<file path="src/rtl/prog_ctr_fsm.sv">
// ---------------------------------------------------------------------------
// prog_ctr_fsm
//
// Program counter and fetch sequencer. Produces the instruction-memory
// address every cycle and owns the IDLE / RUN / HALT state of the processor.
// It takes the signed relative offset from the jump-target table and the
// decoder's branch controls.
//
// Optional feature macro: PC_LINK_EN
//   When defined, a single-level link register is enabled:
//     - A taken call stores prog_ctr + 1.
//     - ret jumps to the stored address.
//   When undefined, call and ret are ignored and link_addr is tied to 0.
//   The port list is the same in both builds.
//
// Ports:
//   Clk        in   system clock, rising edge
//   Reset_n    in   asynchronous active-low reset
//   start      in   level; begins a program from IDLE or HALT
//   halt       in   current instruction is HALT
//   stall      in   hold PC and state this cycle
//   branch_rel in   relative jump instruction
//   branch_abs in   absolute jump instruction
//   cond       in   branch condition; a branch is taken only when cond=1
//   target     in   [D-1:0] two's-complement relative offset
//   abs_addr   in   [D-1:0] absolute jump destination
//   call       in   taken branch is a call (PC_LINK_EN only)
//   ret        in   return instruction (PC_LINK_EN only)
//   prog_ctr   out  [D-1:0] current fetch address (registered)
//   running    out  high in RUN (decoded from state)
//   done       out  high in HALT (decoded from state)
//   link_addr  out  [D-1:0] saved return address
//
// Handshake: start is a level. It is sampled on each rising Clk edge while
// the block is in IDLE or HALT, and ignored in RUN. done stays high for as
// long as the block is in HALT.
//
// Outputs depend only on registers. There is no combinational path from any
// input to any output.
// ---------------------------------------------------------------------------
module prog_ctr_fsm #(
    parameter int            D          = 12,
    parameter logic [D-1:0]  START_ADDR = '0
) (
    input  logic         Clk,
    input  logic         Reset_n,
    input  logic         start,
    input  logic         halt,
    input  logic         stall,
    input  logic         branch_rel,
    input  logic         branch_abs,
    input  logic         cond,
    input  logic [D-1:0] target,
    input  logic [D-1:0] abs_addr,
    input  logic         call,
    input  logic         ret,
    output logic [D-1:0] prog_ctr,
    output logic         running,
    output logic         done,
    output logic [D-1:0] link_addr
);

    localparam logic [1:0] IDLE = 2'd0;
    localparam logic [1:0] RUN  = 2'd1;
    localparam logic [1:0] HALT = 2'd2;

    localparam logic [D-1:0] ONE = {{(D-1){1'b0}}, 1'b1};

    logic [1:0]   state;
    logic [D-1:0] pc_inc;
    logic         abs_taken;
    logic         rel_taken;
    logic         ret_taken;
    logic [D-1:0] link_q;

    // All additions are D bits wide, so any carry out is dropped and the
    // address wraps modulo 2^D.
    assign pc_inc    = prog_ctr + ONE;
    assign abs_taken = branch_abs & cond;
    assign rel_taken = branch_rel & cond;

`ifdef PC_LINK_EN
    assign ret_taken = ret;
`else
    assign ret_taken = 1'b0;
    logic unused_link_inputs;
    assign unused_link_inputs = &{1'b0, call, ret, link_q};
`endif

    assign running = (state == RUN);
    assign done    = (state == HALT);

    always_ff @(posedge Clk or negedge Reset_n) begin
        if (!Reset_n) begin
            state    <= IDLE;
            prog_ctr <= START_ADDR;
        end else begin
            case (state)
                IDLE: begin
                    if (start) begin
                        state    <= RUN;
                        prog_ctr <= START_ADDR;
                    end
                end
                RUN: begin
                    // Priority order: stall, halt, ret, absolute branch,
                    // relative branch, then sequential fetch.
                    if (stall) begin
                        prog_ctr <= prog_ctr;
                    end else if (halt) begin
                        state <= HALT;
                    end else if (ret_taken) begin
                        prog_ctr <= link_q;
                    end else if (abs_taken) begin
                        prog_ctr <= abs_addr;
                    end else if (rel_taken) begin
                        prog_ctr <= prog_ctr + target;
                    end else begin
                        prog_ctr <= pc_inc;
                    end
                end
                HALT: begin
                    if (start) begin
                        state    <= RUN;
                        prog_ctr <= START_ADDR;
                    end
                end
                default: begin
                    state    <= IDLE;
                    prog_ctr <= START_ADDR;
                end
            endcase
        end
    end

`ifdef PC_LINK_EN
    // Single-level link register with no stack. A nested call overwrites it.
    // It is written only when the call's branch is actually taken. Cycles
    // lost to stall, halt or ret do not write it.
    always_ff @(posedge Clk or negedge Reset_n) begin
        if (!Reset_n) begin
            link_q <= '0;
        end else if (state == RUN && !stall && !halt && !ret_taken &&
                     (abs_taken || rel_taken) && call) begin
            link_q <= pc_inc;
        end
    end
    assign link_addr = link_q;
`else
    assign link_q    = '0;
    assign link_addr = '0;
`endif

endmodule

</file>
<file path="config.mk">
export PLATFORM = sky130hd
export DESIGN_NAME = prog_ctr_fsm
export DESIGN_NICKNAME = d
export VERILOG_FILES = /design/src/rtl/prog_ctr_fsm.sv
export SDC_FILE = /design/constraint.sdc
export NUM_CORES = 1
export LEC_CHECK = 0
export ABC_AREA = 1
export CELL_PAD_IN_SITES_DETAIL_PLACEMENT = 1
export CELL_PAD_IN_SITES_GLOBAL_PLACEMENT = 1
export CORE_MARGIN = 1.5
export CORE_UTILIZATION = 29
export DETAILED_ROUTE_END_ITERATION = 8
export PLACE_DENSITY = 0.9
export SLEW_MARGIN = 10
export SYNTH_ARGS = -nofsm -noshare
export SYNTH_HDL_FRONTEND = slang
export SYNTH_SLANG_ARGS = --single-unit
</file>
<file path="constraint.sdc">
create_clock -name Clk -period 2.07 [get_ports Clk]
set_clock_uncertainty 0.2 [all_clocks]
set_input_delay 0.207 -clock Clk [delete_from_list [all_inputs] [get_ports Clk]]
set_output_delay 0.207 -clock Clk [all_outputs]
set_load 0.01 [all_outputs]
</file>
* Word level (Yosys, flattened, before mapping) *
Cells that the tools add are included.
Widths: inputs -> output; s select.

operators by class
  multiplexer cells = 10
  equality and inequality tests = 6
  reduce and logical (&&, ||, !) cells = 4
  add/subtract/negate cells = 2
  bitwise operators = 2

operators with widths
  operator               number
  $mux 12                5
  $pmux 12 s2            1
  $add 12x1->12 const B  1
  $add 12x12->12         1
  $mux 2                 3
  $ne 2x2->1 const B     3
  $reduce_and 3->1       2
  $pmux 2 s2             1
  $and 1x1->1            2
  $eq 2x1->1 const B     1
  $eq 2x2->1 const B     1
  $logic_not 2->1        1
  $ne 2x1->1 const B     1
  $reduce_or 2->1        1

storage, ports and cells
  bits in registers = 14
  output and inout bits = 26
  input bits = 34
  word-level logic and storage cells = 26

* Logic depth before layout (Yosys ltp) *
  word-level depth = 6
  mapped depth = 15
  gate-level depth less buffers = 15

* Worst setup path after synthesis *
No wires, ideal clock.

  kind = input port to flip-flop
  from = in branch_rel
  to = reg prog_ctr[8]
  path slack = -107 ps
  path buffers = 1
  stages on the path = 14
  data arrival time = 1,912 ps
  data required time = 1,805 ps
  setup time = 65 ps
  cell sequence = nand2_1 > clkbuf_1 > or2_2 > ha_1 > inv_1 > fa_1 > inv_1 > nand3_1 > nand3_1 > nand2_1 > a21o_1 > nand3_1 > nand2_1 > nand2_1

between the ends
  word-level cells in the longest chain between the ends = 6

RTL lines
  what                  RTL line  RTL
  start, declared       50        input logic branch_rel,
  $and 1x1->1           80        assign rel_taken = branch_rel & cond;
  $mux 12               116       end else if (rel_taken) begin
  $mux 12               114       end else if (abs_taken) begin
  $mux 12               110       end else if (halt) begin
  $mux 12               108       if (stall) begin
  $pmux 12 s2           98        case (state)
  end signal, assigned  109       prog_ctr <= prog_ctr;
  end signal, assigned  113       prog_ctr <= link_q;
  end signal, assigned  115       prog_ctr <= abs_addr;
  end, declared         57        output logic [D-1:0] prog_ctr,

Every way passes these cells. The select of a mux whose other input is x is not followed.
A chain may end at the register's enable or synchronous reset.

* Final worst setup path *
  from = in branch_rel
  to = reg prog_ctr[9]

Same word-level chain as after synthesis.

==> impl_metrics.csv <==
group,metric,value,unit
pwr,p_total,1.68,mW
floorplan,die_y,75.7,um
critical_path,startpoint_type,"primary input",
sta,slew_violations,0,
critical_path,crit_fanout,7,
place,dpl.cell_count,379,
hold_path,hp-class,"primary input to async pin",
pwr,internal_power,0.966,mW
layout,nNetsFinal,367,
global_routing,antenna_found_initial,0,
yosys,ys_seq_elements,14,
global_routing,grt_start_max_net_pins,21,
pwr,peakVddDrop,0.347,mV
sta,fin_crit,1.97,ns
floorplan,die_width,75.7,um
outcome,status,"finished clean",
yosys,synth_cell_types,27,
floorplan,rows,26,
critical_path,critPathKind,"primary input to flip-flop",
route,drc,0,
place,gp_congestion,0.831,
critical_path,cp.arrival,1.92,ns
critical_path,rr_startpoint,"prog_ctr[0]",
floorplan,die-area,5730,um2
global_routing,grtUsageTotal,20.5,%
layout,final_common_cell,"nand2_1",
yosys,synthesis.area,1530,um2
yosys,yosysWarningCount,0,
clock_network,cts.path.max_buffers,2,
route,first_pass_iters,4,
place,dp_hpwl,3690,um
yosys,ys_seq_area_share,22.9,%
layout,layout_common_cells,"nand2_1 (66), clkdlybuf4s50_1 (42), inv_1 (36), nor2_1 (31), buf_4 (24)",
layout,drive_gt1_share,22.9,%
global_routing,grt_pass1_vias,1918,
pwr,sw_frac_of_total,42.6,%
clock_network,clk_pin_slew,0.06,ns
critical_path,reg2reg_slack,0.15,ns
global_routing,grt_pass1_wl,8720,um
route,drt-total-wl,5320,um
place,io_buffers,45,
pwr,p_sw,0.717,mW
layout,nFillCells,685,
pwr,pwr-share-comb,59.9,%
pwr,power_frac_clock,14.1,%
clock_network,cts_buffers,3,
global_routing,grt-ovfl-total,0,
clock_network,clock-sinks,14,
route,via_count,1780,
yosys,synthCells,252,
clock_network,ctsHoldBuffers,0,
route,via_per_inst,4.58,
layout,syn_to_final_growth,56.2,%
route,ant_nets,0,
sta,min_period_over_period,95.1,%
critical_path,endpoint_kind,"flip-flop",
critical_path,required,2.02,ns
pwr,powerDensity,703,nW/um2
pwr,seq_power_share,26.0,%
sta,clock.fmax,508,MHz
clock_network,h-tree-depth,1,
floorplan,initial_core_util,30.0,%
route,wl_per_cell,13.7,um
pwr,p_leak,1.29,nW
critical_path,r2r-end,"prog_ctr[6]",
job,drv_cap,0,
yosys,syn_avg_cell_area,6.08,um2
layout,instances_no_fill,389,
clock_network,cts_root_buf,"clkbuf_8",
layout,antenna_cells,0,
clock_network,insertion_delay,0.25,ns
floorplan,num_io_pins,60,
floorplan,core_area,5110,um2
clock_network,cts_tree,"done",
sta,hold_viol,0,
sta,whs,0.0822,ns
route,drt_iter0_markers,53,
critical_path,r2r_cells,11,
sta,setup_viol,0,
-- Yosys cell counts, drive strengths merged --
master | n | area, um2
ha | 11 | 138
buf | 15 | 118
nand3 | 18 | 90.1
o2111ai | 1 | 8.76
a21oi | 6 | 30.0
fa | 1 | 20.0
conb | 1 | 3.75
mux2i | 1 | 10.0
nand3b | 1 | 7.51
o211ai | 2 | 15.0
nor2 | 39 | 154
inv | 40 | 150
nand4 | 3 | 18.8
or2 | 2 | 12.5
xnor2 | 2 | 17.5
clkbuf | 2 | 7.51
nand2 | 83 | 319
xor2 | 2 | 17.5
o21ai | 6 | 30.0
a21o | 2 | 15.0
dfrtp | 14 | 350
-- repair_timing --
item / in CTS / in global routing
resized for setup: 32 / 17
endpoints found under the setup margin: 11 / 7
pin swaps: 10 / 10
cloned: 0 / 0
buffers inserted: 6 / 1
-- worst max path at each step --
stage / from / to / slack, ns
2_1_floorplan: branch_rel / prog_ctr[8] / 0.01
3_3_place_gp: cond / prog_ctr[8] / -0.39
3_5_place_dp: cond / prog_ctr[6] / -0.51
4_1_cts: target[0] / prog_ctr[8] / 0.07
5_1_grt: branch_rel / prog_ctr[9] / -0.05
6_report: branch_rel / prog_ctr[9] / 0.10
-- registers in the layout, indices dropped and copies added (netlist names) --
| name | cells |
|---|---|
| prog_ctr | 12 |
| state | 2 |
-- cell families after synthesis --
kind of cell             Yosys count  share of synthesized area, %
AO/OA/AOI/OAI                     17                          6.45
XOR/XNOR                           4                          2.29
adder cells (fa/ha/maj)           12                          10.3
buffers and inverters             57                          18.0
flip-flops                        14                          22.9
multiplexers                       1                         0.653
other                              1                         0.245
AND/OR/NAND/NOR                  146                          39.3
-- layer usage --
layer,GRT usage [%],routed length [um]
met2,39.4,2820
met4,7.34,112
met3,3.44,248
met5,0,0
met1,22.4,2140
-- layout make-up --
type | instances | area [um2] | area share (%)
multi-input combinational | 192 | 1120 | 46.9
clock buffer | 3 | 41.3 | 1.72
timing repair buffer | 70 | 643 | 26.9
sequential | 14 | 350 | 14.6
tap | 70 | 87.6 | 3.66
inverter | 40 | 150 | 6.27
-- per-stage QoR --
step	cell area, um2	worst slack (ns)	TNS (ns)	util, %
floorplan	1580	0.00973	0	-
global placement	2120	-0.389	-3.19	41.5
detailed placement	2120	-0.509	-4.68	41.5
CTS	2320	0.0739	0	45.5
global route	2390	-0.0457	-0.0756	46.9
finish	2390	0.101	0	46.9
-- power groups by stage --
stage          clock network, mW  registers, mW  logic [mW]
3_5_place_dp                   0          0.432       0.888
4_1_cts                    0.246          0.436       0.973
3_3_place_gp                   0          0.426       0.859
6_report                   0.237          0.438        1.01
2_1_floorplan                  0          0.442       0.498
5_1_grt                    0.254          0.447        1.11
-- worst max-delay path: stages --
cell,delay [ns]
dlygate4sd2_1,0.24
nand2_2,0.11
buf_6,0.16
nor2_1,0.05
ha_1,0.35
nand2_1,0.13
nor2_2,0.17
nand3_1,0.15
nand4_1,0.13
nand3_1,0.09
nand2_1,0.08
nand2_1,0.04
Note: power is estimated with default switching activity, not from simulation.
